## src/rtl/cola_escritura_banco.sv

```systemverilog
// Write-back queue for the 32x32 register bank: buffers (dir, dato) requests, drains one per
// cycle onto Dir/Di/RegWrite, and forwards the youngest pending value for a looked-up register.
module cola_escritura_banco #(
   parameter int unsigned DEPTH = 4,
   parameter int unsigned AW    = 5,
   parameter int unsigned DW    = 32
) (
   input  logic                    clk,
   input  logic                    rst_n,
   input  logic                    in_valid,
   output logic                    in_ready,
   input  logic [AW-1:0]           in_dir,
   input  logic [DW-1:0]           in_dato,
   output logic [AW-1:0]           Dir,
   output logic [DW-1:0]           Di,
   output logic                    RegWrite,
   input  logic [AW-1:0]           rd_dir,
   output logic                    rd_hit,
   output logic [DW-1:0]           rd_dato,
   output logic [$clog2(DEPTH):0]  count
);

   localparam int unsigned PW = $clog2(DEPTH);
   localparam int unsigned CW = PW + 1;

   logic [AW-1:0] mem_dir  [DEPTH];
   logic [DW-1:0] mem_dato [DEPTH];

   logic [PW-1:0] wr_q, wr_d;
   logic [PW-1:0] rd_q, rd_d;
   logic [CW-1:0] count_q, count_d;
   logic          accept;
   logic          push;
   logic          pop;
   logic [PW-1:0] idx;

   // Ready depends only on the registered occupancy, never on a same-cycle pop.
   assign in_ready = (count_q < CW'(DEPTH)) && rst_n;
   assign accept   = in_valid && in_ready;
   assign push     = accept && (in_dir != '0);
   assign pop      = (count_q != '0);
   assign count    = count_q;

   always_comb begin
      wr_d    = wr_q;
      rd_d    = rd_q;
      count_d = count_q;
      if (push) begin
         wr_d = wr_q + 1'b1;
      end
      if (pop) begin
         rd_d = rd_q + 1'b1;
      end
      case ({push, pop})
         2'b10:   count_d = count_q + 1'b1;
         2'b01:   count_d = count_q - 1'b1;
         default: count_d = count_q;
      endcase
   end

   always_ff @(posedge clk) begin
      if (!rst_n) begin
         wr_q     <= '0;
         rd_q     <= '0;
         count_q  <= '0;
         Dir      <= '0;
         Di       <= '0;
         RegWrite <= 1'b0;
      end else begin
         wr_q    <= wr_d;
         rd_q    <= rd_d;
         count_q <= count_d;
         if (pop) begin
            Dir      <= mem_dir[rd_q];
            Di       <= mem_dato[rd_q];
            RegWrite <= 1'b1;
         end else begin
            RegWrite <= 1'b0;
         end
      end
   end

   always_ff @(posedge clk) begin
      if (push) begin
         mem_dir[wr_q]  <= in_dir;
         mem_dato[wr_q] <= in_dato;
      end
   end

   // Walk oldest to youngest so later matches override; the output stage has lowest priority.
   always_comb begin
      rd_hit  = 1'b0;
      rd_dato = '0;
      idx     = '0;
      if (RegWrite && (Dir == rd_dir)) begin
         rd_hit  = 1'b1;
         rd_dato = Di;
      end
      for (int unsigned i = 0; i < DEPTH; i++) begin
         idx = rd_q + PW'(i);
         if ((CW'(i) < count_q) && (mem_dir[idx] == rd_dir)) begin
            rd_hit  = 1'b1;
            rd_dato = mem_dato[idx];
         end
      end
      if (rd_dir == '0) begin
         rd_hit  = 1'b0;
         rd_dato = '0;
      end
   end

endmodule

```

## config.mk

```make
export PLATFORM = sky130hd
export DESIGN_NAME = cola_escritura_banco
export DESIGN_NICKNAME = d
export VERILOG_FILES = /design/src/rtl/cola_escritura_banco.sv
export SDC_FILE = /design/constraint.sdc
export NUM_CORES = 1
export LEC_CHECK = 0
export BUFFER_PORTS_ARGS = -buffer_cell sky130_fd_sc_hd__buf_2
export CAP_MARGIN = 25
export CORE_MARGIN = 2
export CORE_UTILIZATION = 55
export CTS_BUF_LIST = sky130_fd_sc_hd__clkbuf_8
export DETAILED_ROUTE_END_ITERATION = 6
export PLACE_DENSITY = 0.78
export REMOVE_ABC_BUFFERS = 1
export SYNTH_ARGS = -nofsm -noshare
export SYNTH_HDL_FRONTEND = slang
export SYNTH_SLANG_ARGS = --single-unit
```

## constraint.sdc

```tcl
create_clock -name clk -period 5.5 [get_ports clk]
set_input_delay 0.825 -clock clk [delete_from_list [all_inputs] [get_ports clk]]
set_output_delay 0.825 -clock clk [all_outputs]
set_load 0.005 [all_outputs]
```

# Yosys cells after proc, flatten, opt, wreduce, memory -nomap -nowiden
# Memory sizes are Yosys's and may differ from the RTL's. A register that Yosys moved wholly into a read port is not among the register bits.
# Index checks and enable logic that the tools add are counted.
[op_classes] add_sub_neg=6 magnitude_cmp=5 eq_ne=7 n_mux=20 reduce_logical=12
[ops] cell="$mux W32" n=6
[ops] cell="$eq A5 B5 Y1" n=5
[ops] cell="$mux W1" n=9
[ops] cell="$logic_and A1 B1 Y1" n=8
[ops] cell="$mux W2" n=4
[ops] cell="$lt A1 B3 Y1 const A" n=2
[ops] cell="$lt A2 B3 Y1 const A" n=2
[ops] cell="$pmux W3 S2" n=1
[ops] cell="$logic_not A5 Y1" n=1
[ops] cell="$reduce_bool A5 Y1" n=1
[ops] cell="$add A2 B1 Y2 const B" n=2
[ops] cell="$add A2 B2 Y2 const B" n=2
[ops] cell="$add A3 B1 Y3 const B" n=1
[ops] cell="$lt A3 B3 Y1 const B" n=1
[ops] cell="$reduce_bool A3 Y1" n=1
[ops] cell="$sub A3 B1 Y3 const B" n=1
[ops] cell="$eq A2 B1 Y1 const B" n=1
[ops] cell="$eq A2 B2 Y1 const B" n=1
[ops] cell="$reduce_bool A2 Y1" n=1
[totals] register_bits=45 ramBits=148 input_bits=45 wordCells=58 mem_count=2
[memory_table] memory="mem_dato" words=4 word_bits=32 rd=4 rd_clocked_by_memory_dff=1 write_ports=1 line="27" rtl="logic [DW-1:0] mem_dato [DEPTH];"
[memory_table] memory="mem_dir" words=4 word_bits=5 rd=4 rd_clocked_by_memory_dff=1 write_ports=1 line="26" rtl="logic [AW-1:0] mem_dir [DEPTH];"

# Longest topological paths before layout
[logic_depth] depth_word=8 ltp_mapped=12

# Worst setup path after synthesis
# OpenSTA, ideal clock, no wires.
[synth_path] path_type="input port to output port" startpoint="in rd_dir[0]" endpoint="out rd_dato[28]" arrival_ns=2.656 required_time_ns=4.675 slack_ns=2.019 path_stages=9 cell_sequence="clkbuf_1 -> inv_1 -> xnor2_1 -> nand3_1 -> a2111oi_4 -> buf_6 -> a21oi_1 -> a221o_1 -> o211ai_2"
[synth_via] elab_chain_len=8 word_cells_on_any_way=17
[synth_rtl] item="start: declaration" line="17" rtl="input logic [AW-1:0] rd_dir,"
[synth_rtl] item="$eq A5 B5 Y1" line="95" rtl="if (RegWrite && (Dir == rd_dir)) begin"
[synth_rtl] item="$logic_and A1 B1 Y1" line="95"
[synth_rtl] item="$mux W32" line="95"
[synth_rtl] item="$mux W32 (4 in series)" line="101" rtl="if ((CW'(i) < count_q) && (mem_dir[idx] == rd_dir)) begin"
[synth_rtl] item="$mux W32 *" line="106" rtl="if (rd_dir == '0) begin"
[synth_rtl] item="end: declaration" line="19" rtl="output logic [DW-1:0] rd_dato,"
# Mark *: on every way between the ends. The rest lies on a longest branch, timed or not.

==> results.toml <==
[clock_tree]
root_buffer = "clkbuf_8"
cts_num_sinks = 195
cts_resized = 0
clkTransAtPathRegs_ns = 0.09
cts_inserted_buffers = 17
hold_buffers = 0
cts-htree-levels = 4
cts_buffer_depth = 2
cts_setup_buffers = 0
clkLatencyLatePin_ns = 0.46
cts_tree = "built"

[global_route]
overflow = 0
antenna_found_initial = 6
grt_max_degree = 69
grt_pass1_vias = 8013
track_usage_pct = 26.72
grt_pass1_wl_um = 44530

[placement]
place_congestion = 0.8567
hpwl_um = 18430
placed_area_um2 = 12240
port_buffers = 119

[route]
vias = 8207
dr_wl_met2_um = 14600
drt-total-wl_um = 29040
via_per_inst = 6.603
wl_met1_um = 11160
met3_wirelength_um = 2569
drt_iter0_markers = 770
ant_nets = 0
drc = 0
highest_layer = "met5"
first_pass_iters = 7
wire_per_inst_um = 23.36

[pwr]
ir_worst_vdd_uv = 231.4
sw_frac_of_total_pct = 36.74
finalPower_uw = 5439
p_clk_share_pct = 17.3
leakagePower_uw = 0.004567
combinationalPowerShare_pct = 45.1
p_switching_uw = 1998
power_density_nw_per_um2 = 429.3
seqPwrFrac_pct = 37.7
intPower_uw = 3441

[run_status]
outcome = "finished, final reports clean"

[synth]
synth_simple_gate_area_share_pct = 8.343
synth_cell_types = 44
avgSynthCellArea_um2 = 13.07
ys_seq_elements = 195
synth_compound_area_share_pct = 11.34
ys.warnings.count = 0
async_flop_share_pct = 0
synth_ff_type = "edfxtp_1"
syn_inst = 870
synthAdderAreaFrac_pct = 0.9905
synth-xor-area-share_pct = 2.234
synth_mux_area_share_pct = 25.94
synth_edf_count = 148
syn_area_um2 = 11370
synth_top_family_by_area = "multiplexers"
ys_seq_area_share_pct = 47.37

[sta]
hold_viol_final = 0
fin_worst_skew_ns = 0.01526
finalSetupViolCount = 0
period_needed_ns = 4.549
worst-slew-pin-transition_ns = 0.9222
fmax_ghz = 0.2198
hold_ws_ns = 0.4791
rsz0062_at_grt = "no"
maxSlewViolCount = 0
min_period_over_period_pct = 82.71
setup-tns-final_ns = 0
relSlewSlack_pct = 38.37

[floorplan]
start_util_pct = 56.18
rows = 52
die_y_um = 147.8
die-width_um = 147.8
io_pins = 120
die-area_um2 = 21840
coreArea_um2 = 20230

[layout]
mostFrequentLayoutCells = "148 x edfxtp_1, 119 x buf_2, 104 x nand2_1"
fill_cells = 1519
fin_area_um2 = 12670
mostFrequentLayoutCell = "edfxtp_1"
area_growth_pct = 11.45
num-nets-final = 1011
utilization_pct = 62.61
drive_gt1_share_pct = 35.77

[min_path]
worstHoldStart = "Di[18]"
hold_path_class = "flop to flop"

[critical_path]
arrival_ns = 3.72
cp-start-kind = "flop"
worstSetupPathType = "flop to primary output"
endpoint_kind = "primary output"
critPathMaxFanout = 19
reg2reg_from = "count[2]"
cp.required_ns = 4.68

[flow_run]
maxCapViolations = 0
-- cells in the mapped netlist, types with 21 or more instances --
cell type,number,area (um2)
nand3_1,30,150.1
dfxtp_1,47,940.9
nor2_1,21,78.83
nand2_1,104,390.4
a21oi_1,36,180.2
clkbuf_1,47,176.4
a21boi_0,38,285.3
mux2_2,43,484.2
o22ai_1,22,137.6
mux2i_1,28,280.3
xnor2_1,23,201.4
mux4_2,97,2185
edfxtp_1,148,4444
-- cell type report --
type | instances | area, um2 | share of cell area [%]
timing repair buffer | 147 | 883.3 | 6.972
antenna | 3 | 7.507 | 0.05925
clock inverter | 15 | 163.9 | 1.294
inverter | 20 | 75.07 | 0.5925
sequential | 195 | 5395 | 42.58
clock buffer | 17 | 234.0 | 1.847
tap | 270 | 337.8 | 2.666
multi-input combinational | 576 | 5573 | 43.99
-- cells by family after synthesis --
family / count (synthesis)
AOI/OAI and AO/OA: 162
xor gates and xnor gates: 29
adders and majority gates: 9
buffers and inverters: 99
DFF: 195
muxes: 168
and+or+nand+nor: 208
-- worst paths after layout --
kind,to,slack (ns),cells past startpoint
worst max register to register,mem_dato[1][4],2.87,5
worst min-delay path,Di[18],0.48,2
worst max-delay path,rd_dato[8],0.95,9
worst min register to register,Di[18],0.48,2
-- layer usage --
layer  track usage (%)  vias to the layer above
li1                  -                     3593
met1             36.07                     4102
met2             44.53                      438
met3             4.228                       68
met4             9.327                        6
met5                 0                        -
-- metrics by stage --
stage	worst slack (ns)	instances
after detailed placement	1.432	1207
after floorplan	-2.442	791
final	0.9511	1243
after global routing	0.7933	1242
after global placement	1.457	1204
after CTS	0.9283	1239
-- state kept, by name (all words and copies together) (netlist names), named ones only --
register  flops
wr_q          2
Dir           5
Di           32
count         3
RegWrite      1
mem_dir      20
rd_q          2
mem_dato    128
-- power by group through the flow --
| stage | logic [uW] | clock network [uW] | registers (uW) |
|---|---|---|---|
| 6_report | 2450 | 939 | 2050 |
| 3_5_place_dp | 2420 | 0 | 2080 |
| 3_3_place_gp | 2370 | 0 | 2070 |
| 4_1_cts | 2430 | 953 | 2050 |
| 5_1_grt | 2640 | 1000 | 2080 |
| 2_1_floorplan | 1620 | 0 | 2230 |
-- worst max-delay path, stage by stage (launching register included) --
cell and delay, ns:
dfxtp_2 0.58, mux4_2 0.61, xnor2_1 0.15, o31ai_1 0.10, or2_1 0.62, buf_4 0.38
and3_1 0.20, a21oi_1 0.05, a221oi_1 0.38, buf_2 0.18
(Power assumes the default switching activity.)
